$ cat config.mk
export PLATFORM = sky130hd
export DESIGN_NAME = flag_cond_unit
export DESIGN_NICKNAME = d
export VERILOG_FILES = /design/src/rtl/flag_pkg.sv /design/src/rtl/cond_eval.sv /design/src/rtl/flag_cond_unit.sv
export SDC_FILE = /design/constraint.sdc
export NUM_CORES = 1
export LEC_CHECK = 0
export ABC_CLOCK_PERIOD_IN_PS = 1520
export CORE_UTILIZATION = 34
export DETAILED_ROUTE_END_ITERATION = 16
export PLACE_DENSITY = 0.72
export SYNTH_ARGS = -nofsm -noshare
export SYNTH_HDL_FRONTEND = slang
export SYNTH_HIERARCHICAL = 1
export SYNTH_SLANG_ARGS = --single-unit
$ cat constraint.sdc
create_clock -name clk -period 1.52 [get_ports clk]
set_input_delay 0.152 -clock clk [delete_from_list [all_inputs] [get_ports clk]]
set_output_delay 0.152 -clock clk [all_outputs]
set_load 0.05 [all_outputs]
$ cat src/rtl/flag_pkg.sv
// Shared definitions for the ALU flag consumer: condition-code values, flag bit
// positions, result-register states and the condition evaluation function.
package flag_pkg;

  localparam logic [3:0] COND_EQ = 4'h0;
  localparam logic [3:0] COND_NE = 4'h1;
  localparam logic [3:0] COND_CS = 4'h2;
  localparam logic [3:0] COND_CC = 4'h3;
  localparam logic [3:0] COND_MI = 4'h4;
  localparam logic [3:0] COND_PL = 4'h5;
  localparam logic [3:0] COND_VS = 4'h6;
  localparam logic [3:0] COND_VC = 4'h7;
  localparam logic [3:0] COND_HI = 4'h8;
  localparam logic [3:0] COND_LS = 4'h9;
  localparam logic [3:0] COND_GE = 4'hA;
  localparam logic [3:0] COND_LT = 4'hB;
  localparam logic [3:0] COND_GT = 4'hC;
  localparam logic [3:0] COND_LE = 4'hD;
  localparam logic [3:0] COND_AL = 4'hE;
  localparam logic [3:0] COND_NV = 4'hF;

  localparam int FLAG_N = 3;
  localparam int FLAG_Z = 2;
  localparam int FLAG_C = 1;
  localparam int FLAG_V = 0;

  typedef enum logic {
    RES_EMPTY = 1'b0,
    RES_FULL  = 1'b1
  } res_state_e;

  // NV is reserved and never taken, but it still produces a result.
  function automatic logic cond_true(input logic [3:0] code, input logic [3:0] nzcv);
    logic n, z, c, v, result;
    n = nzcv[FLAG_N];
    z = nzcv[FLAG_Z];
    c = nzcv[FLAG_C];
    v = nzcv[FLAG_V];
    result = 1'b0;
    case (code)
      COND_EQ: result = z;
      COND_NE: result = ~z;
      COND_CS: result = c;
      COND_CC: result = ~c;
      COND_MI: result = n;
      COND_PL: result = ~n;
      COND_VS: result = v;
      COND_VC: result = ~v;
      COND_HI: result = c & ~z;
      COND_LS: result = ~c | z;
      COND_GE: result = (n == v);
      COND_LT: result = (n != v);
      COND_GT: result = ~z & (n == v);
      COND_LE: result = z | (n != v);
      COND_AL: result = 1'b1;
      COND_NV: result = 1'b0;
    endcase
    return result;
  endfunction

endpackage

$ cat src/rtl/cond_eval.sv
// Combinational condition-code evaluator; shared with the predication logic so
// that branches and predicated instructions agree on every code.
module cond_eval
  import flag_pkg::*;
(
  input  logic [3:0] cond_code,
  input  logic [3:0] nzcv,
  output logic       taken
);

  assign taken = cond_true(cond_code, nzcv);

endmodule

$ cat src/rtl/flag_cond_unit.sv
// NZCV flag register plus condition evaluation with a one-deep registered result.
// Optional macro FLAG_FORWARD_EN bypasses same-cycle flag writes instead of stalling.
module flag_cond_unit
  import flag_pkg::*;
#(
  parameter int TAG_W = 4
) (
  input  logic             clk,
  input  logic             rst_n,
  input  logic             flag_wr_en,
  input  logic [3:0]       flag_in,
  input  logic             cond_valid,
  input  logic [3:0]       cond_code,
  input  logic [TAG_W-1:0] cond_tag,
  output logic             cond_ready,
  output logic             res_valid,
  output logic             res_taken,
  output logic [TAG_W-1:0] res_tag,
  input  logic             res_ready,
  output logic [3:0]       flags_q
);

  res_state_e       state_q, state_d;
  logic             res_taken_q;
  logic [TAG_W-1:0] res_tag_q;
  logic [3:0]       eval_flags;
  logic             stall;
  logic             accept;
  logic             taken;

`ifdef FLAG_FORWARD_EN
  assign stall      = 1'b0;
  assign eval_flags = flag_wr_en ? flag_in : flags_q;
`else
  // Hold the request off one cycle so it is evaluated against the newly written flags.
  assign stall      = flag_wr_en & cond_valid;
  assign eval_flags = flags_q;
`endif

  assign res_valid  = (state_q == RES_FULL);
  assign cond_ready = (~res_valid | res_ready) & ~stall;
  assign accept     = cond_valid & cond_ready;
  assign res_taken  = res_taken_q;
  assign res_tag    = res_tag_q;

  cond_eval u_cond_eval (
    .cond_code (cond_code),
    .nzcv      (eval_flags),
    .taken     (taken)
  );

  always_ff @(posedge clk or negedge rst_n) begin
    if (!rst_n) begin
      flags_q <= 4'b0000;
    end else if (flag_wr_en) begin
      flags_q <= flag_in;
    end
  end

  always_comb begin
    state_d = state_q;
    case (state_q)
      RES_EMPTY: if (accept) state_d = RES_FULL;
      RES_FULL:  if (res_ready && !accept) state_d = RES_EMPTY;
      default:   state_d = RES_EMPTY;
    endcase
  end

  // Payload only moves on accept, so it stays frozen while downstream stalls.
  always_ff @(posedge clk or negedge rst_n) begin
    if (!rst_n) begin
      state_q     <= RES_EMPTY;
      res_taken_q <= 1'b0;
      res_tag_q   <= '0;
    end else begin
      state_q <= state_d;
      if (accept) begin
        res_taken_q <= taken;
        res_tag_q   <= cond_tag;
      end
    end
  end

endmodule

==> report_table.html <==
<table>
<tr><th>Metric</th><th>Value</th></tr>
<tr><th colspan="2">Outcome</th></tr>
<tr><td>Result of the run</td><td>finished, violations left</td></tr>
<tr><td>Violated checks</td><td>negative setup slack</td></tr>
<tr><th colspan="2">Clock network</th></tr>
<tr><td>CTS Root Buffer Type</td><td>sky130_fd_sc_hd__clkbuf_4</td></tr>
<tr><td>Buffer levels on the longest clock path</td><td>2</td></tr>
<tr><td>Post-CTS setup buffer count</td><td>0</td></tr>
<tr><td>Clock edge transition at the registers on the reported setup and hold paths</td><td>~70 ps</td></tr>
<tr><td>Clk sink count</td><td>10</td></tr>
<tr><td>Clock insertion delay at the later pin of the skew report</td><td>between 200 and 300 ps</td></tr>
<tr><td>Number of clock buffers inserted by TritonCTS</td><td>3</td></tr>
<tr><td>Clock tree from TritonCTS</td><td>yes</td></tr>
<tr><td>Level count of the clock H-tree</td><td>1</td></tr>
<tr><th colspan="2">Drt</th></tr>
<tr><td>DR top layer</td><td>met4</td></tr>
<tr><td>Post-DR wirelength/cell</td><td>12.23 um</td></tr>
<tr><td>Total vias in the final route</td><td>493</td></tr>
<tr><td>Overall routed net length</td><td>1235 um</td></tr>
<tr><td>Antenna viol nets, final</td><td>0</td></tr>
<tr><td>Total iterations of the first detailed-routing run</td><td>4</td></tr>
<tr><td>Average via count per standard cell</td><td>approximately 4.9</td></tr>
<tr><td>DRT iter0 DRCs</td><td>9</td></tr>
<tr><td>Wire length on met3</td><td>approximately 88 um</td></tr>
<tr><td>DRC viols</td><td>0</td></tr>
<tr><td>Sum of met2 wire segment lengths after detailed routing</td><td>about 580 um</td></tr>
<tr><td>Total routed wire length on the met1 layer</td><td>between 500 and 600 um</td></tr>
<tr><th colspan="2">Timing</th></tr>
<tr><td>Setup slack of the critical path after layout</td><td>-71.95 ps</td></tr>
<tr><td>Number of failing setup endpoints in the final timing report</td><td>1</td></tr>
<tr><td>Worst Tran Pin Value</td><td>between 400 and 500 ps</td></tr>
<tr><td>Final Hold Violating Endpoints</td><td>0</td></tr>
<tr><td>Total count of max-transition violations in the final report</td><td>0</td></tr>
<tr><td>Timing-limited maximum frequency</td><td>about 630 MHz</td></tr>
<tr><td>Worst setup skew after layout</td><td>roughly 2.0 ps</td></tr>
<tr><td>Final worst-path cycle share</td><td>1.047</td></tr>
<tr><td>Worst max-slew margin expressed relative to the limit</td><td>0.7096</td></tr>
<tr><td>Setup repair after global routing missed its margin</td><td>true</td></tr>
<tr><td>Shortest clock period the worst path allows after layout</td><td>1592 ps</td></tr>
<tr><th colspan="2">Worst setup path</th></tr>
<tr><td>Sequence of cells on the critical path</td><td>xor2_2 -&gt; xor2_1 -&gt; a2111oi_1 -&gt; a311oi_1 -&gt; o22ai_1 -&gt; mux2_4</td></tr>
<tr><td>Critical path arrival</td><td>between 1500 and 2000 ps</td></tr>
<tr><td>Largest delay share family, worst path</td><td>compound AO/OA/AOI/OAI gates</td></tr>
<tr><td>Data required time of the worst path</td><td>around 1700 ps</td></tr>
<tr><td>Cell depth of the worst flop-to-flop path</td><td>6</td></tr>
<tr><td>Category of the most critical setup path</td><td>reg2reg</td></tr>
<tr><td>Kind of end point of the critical path</td><td>flop</td></tr>
<tr><td>Worst R2R Setup Slack</td><td>-70 ps</td></tr>
<tr><td>CP bufs+invs</td><td>0</td></tr>
<tr><td>R2R Path Start</td><td>flags_q[3]</td></tr>
<tr><td>Capture point of the worst reg-to-reg path</td><td>res_taken</td></tr>
<tr><td>CP Max Fanout</td><td>2</td></tr>
<tr><td>Worst-path cell with the longest stage delay</td><td>sky130_fd_sc_hd__dfrtp_2</td></tr>
<tr><td>Worst stage delay on the critical path</td><td>approximately 420 ps</td></tr>
<tr><td>Critical path launch point type</td><td>flop</td></tr>
<tr><th colspan="2">Synthesis</th></tr>
<tr><td>Share of the synthesized area in the top cell type</td><td>0.4386</td></tr>
<tr><td>Number of enable-type register cells in the synthesized netlist</td><td>0</td></tr>
<tr><td>Share of synthesized flip-flops with an asynchronous set or reset</td><td>1.000</td></tr>
<tr><td>Post-synthesis instance area</td><td>between 500 and 600 um2</td></tr>
<tr><td>Post-synthesis sequential element count</td><td>10</td></tr>
<tr><td>Warnings, synthesis</td><td>6</td></tr>
<tr><td>Synth Area per Inst</td><td>between 10 and 15 um2</td></tr>
<tr><td>Cell type with the highest aggregate area in the netlist</td><td>sky130_fd_sc_hd__dfrtp_1</td></tr>
<tr><td>Number of distinct library cells after synthesis</td><td>24</td></tr>
<tr><td>Number of cells produced by synthesis</td><td>between 40 and 50</td></tr>
<tr><td>Top cells by instance count after synthesis</td><td>10 x sky130_fd_sc_hd__dfrtp_1, 5 x sky130_fd_sc_hd__mux2_4, 4 x sky130_fd_sc_hd__a21oi_1, 4 x sky130_fd_sc_hd__mux2_2, 3 x sky130_fd_sc_hd__xor2_1</td></tr>
<tr><td>Sequential element share of the synthesized area</td><td>0.4386</td></tr>
<tr><td>Count leader, synth</td><td>sky130_fd_sc_hd__dfrtp_1</td></tr>
<tr><td>Top post-synthesis cells by area</td><td>sky130_fd_sc_hd__dfrtp_1 44%, sky130_fd_sc_hd__mux2_4 13%, sky130_fd_sc_hd__mux2_2 7.9%</td></tr>
<tr><td>Prevailing post-synth register cell</td><td>sky130_fd_sc_hd__dfrtp_1</td></tr>
<tr><td>Synthesized net count</td><td>64</td></tr>
<tr><th colspan="2">Power</th></tr>
<tr><td>Power density cells</td><td>roughly 1100 nW/um2</td></tr>
<tr><td>Share of power burned in combinational logic</td><td>0.439</td></tr>
<tr><td>Switching power</td><td>roughly 0.00036 W</td></tr>
<tr><td>Portion of total power attributed to sequential cells</td><td>0.330</td></tr>
<tr><td>Static Leakage</td><td>around 0.43 nW</td></tr>
<tr><td>Part of the total power dissipated in the clock network</td><td>0.231</td></tr>
<tr><td>Switching power share of the total</td><td>0.3575</td></tr>
<tr><td>Max rail drop VDD</td><td>0.6459 mV</td></tr>
<tr><td>Internal power</td><td>about 0.00065 W</td></tr>
<tr><th colspan="2">Worst hold path</th></tr>
<tr><td>Tightest Hold Check Type</td><td>in2async</td></tr>
<tr><th colspan="2">Finish</th></tr>
<tr><td>Signed area change from the synthesized netlist to the final layout</td><td>66.67%</td></tr>
<tr><td>Number of nets in the layout</td><td>103</td></tr>
<tr><td>Diode count</td><td>0</td></tr>
<tr><td>Final Util</td><td>0.6169</td></tr>
<tr><td>Number of standard cells in the final layout excluding fillers</td><td>101</td></tr>
<tr><td>Ratio of cells with drive above 1 in the final layout</td><td>0.4706</td></tr>
<tr><th colspan="2">Floorplan</th></tr>
<tr><td>Starting density of the core</td><td>0.3701</td></tr>
<tr><td>Full die area</td><td>1846 um2</td></tr>
<tr><td>Core footprint</td><td>around 1500 um2</td></tr>
<tr><td>Number of ports placed on the die boundary</td><td>28</td></tr>
<tr><td>Cell row count</td><td>14</td></tr>
<tr><td>Die height</td><td>approximately 43 um</td></tr>
<tr><td>Die span in x</td><td>~43 um</td></tr>
<tr><th colspan="2">Global route</th></tr>
<tr><td>Antenna violations before repair</td><td>0</td></tr>
<tr><td>Vias in the first global route</td><td>between 400 and 500</td></tr>
<tr><td>Grt total ovfl</td><td>0</td></tr>
<tr><td>Pin count of the biggest net entering global routing</td><td>11</td></tr>
<tr><td>All-layer global routing usage</td><td>0.1592</td></tr>
<tr><td>First-pass GRT wire length</td><td>2111 um</td></tr>
<tr><th colspan="2">Run</th></tr>
<tr><td># Max-Cap Violations</td><td>0</td></tr>
<tr><th colspan="2">Placed design</th></tr>
<tr><td>Count of placed standard cells including taps</td><td>97</td></tr>
<tr><td>Weighted congestion reported at the end of routability-driven placement</td><td>0.6554</td></tr>
<tr><td>HPWL after detailed placement</td><td>around 1000 um</td></tr>
<tr><td>Buffers added on ports</td><td>27</td></tr>
</table>
layer usage:
metal / up-vias / GRT usage
met5: - / 0
met4: 0 / 0.05455
met3: 2 / 0.07660
met2: 18 / 0.2515
met1: 229 / 0.1887
li1: 244 / -
area by class of cell:
class / instances / area [um2]
fill: 135 / 590.6
clock buffer: 4 / 36.28
inverter: 1 / 3.754
tap: 16 / 20.02
timing repair buffer: 36 / 321.6
multi-input combinational: 34 / 316.6
sequential: 10 / 252.7
timing repair:
action                     CTS  global route
hold endpoints to repair     0             0
setup endpoints to repair    1             1
cloned                       0             0
gates resized for setup      2             0
hold buffers                 0             0
logic make-up (layout without fill, tap and decap cells):
logic type,Yosys count,after routing,synth area share
AO/OA/AOI/OAI,10,10,0.1162
XOR/XNOR,4,4,0.06141
buffers and inverters,3,41,0.02631
flip-flops,10,10,0.4386
multiplexers,10,10,0.2281
AND/OR/NAND/NOR,10,10,0.1294
layout by cell type, fill, tap and decap left out, types with 2 or more instances in the layout:
| master | n |
|---|---|
| sky130_fd_sc_hd__a21oi_1 | 3 |
| sky130_fd_sc_hd__buf_4 | 19 |
| sky130_fd_sc_hd__clkbuf_4 | 3 |
| sky130_fd_sc_hd__clkdlybuf4s50_1 | 15 |
| sky130_fd_sc_hd__dfrtp_1 | 8 |
| sky130_fd_sc_hd__dfrtp_2 | 2 |
| sky130_fd_sc_hd__mux2_2 | 4 |
| sky130_fd_sc_hd__mux2_4 | 5 |
| sky130_fd_sc_hd__nand2b_1 | 2 |
| sky130_fd_sc_hd__nor2_1 | 2 |
| sky130_fd_sc_hd__xor2_1 | 2 |
flip-flops by register name, indices dropped and copies added, names as in the netlist:
register / flops
flags_q: 4
res_tag: 4
res_taken: 1
res_valid: 1
how the worst max path moves through the flow:
stage | start | cells after the start | slack [ps] | endpoint
6_report | flags_q[3] | 6 | -70 | res_taken
4_1_cts | flags_q[3] | 6 | -60 | res_taken
3_3_place_gp | cond_code[0] | 7 | -290 | res_taken
3_5_place_dp | cond_code[0] | 7 | -370 | res_taken
2_1_floorplan | flags_q[2] | 6 | -210 | res_taken
5_1_grt | flags_q[3] | 6 | -180 | res_taken
stage by stage:
stage | worst slack (ps) | total power [W] | hold slack, ps | setup TNS [ps] | cell area (um2)
floorplan | -214.1 | 0.0006080 | -143.6 | -214.1 | 576.8
global placement | -286.3 | 0.0007816 | 493.6 | -286.3 | 908.4
detailed placement | -370.5 | 0.0007869 | 494.2 | -370.5 | 908.4
CTS | -57.68 | 0.001032 | 209.4 | -57.68 | 950.9
global route | -176.7 | 0.001074 | 220.9 | -176.7 | 950.9
finish | -71.95 | 0.001018 | 197.6 | -71.95 | 950.9
power by group through the flow:
stage / combinational, W / sequential, W / clock [W]
floorplan: 0.000125 / 0.000483 / 0
global placement: 0.000444 / 0.000338 / 0
detailed placement: 0.000448 / 0.000339 / 0
CTS: 0.000450 / 0.000336 / 0.000246
global route: 0.000471 / 0.000342 / 0.000261
finish: 0.000447 / 0.000336 / 0.000235
Note: power is estimated with default switching activity, not from simulation.
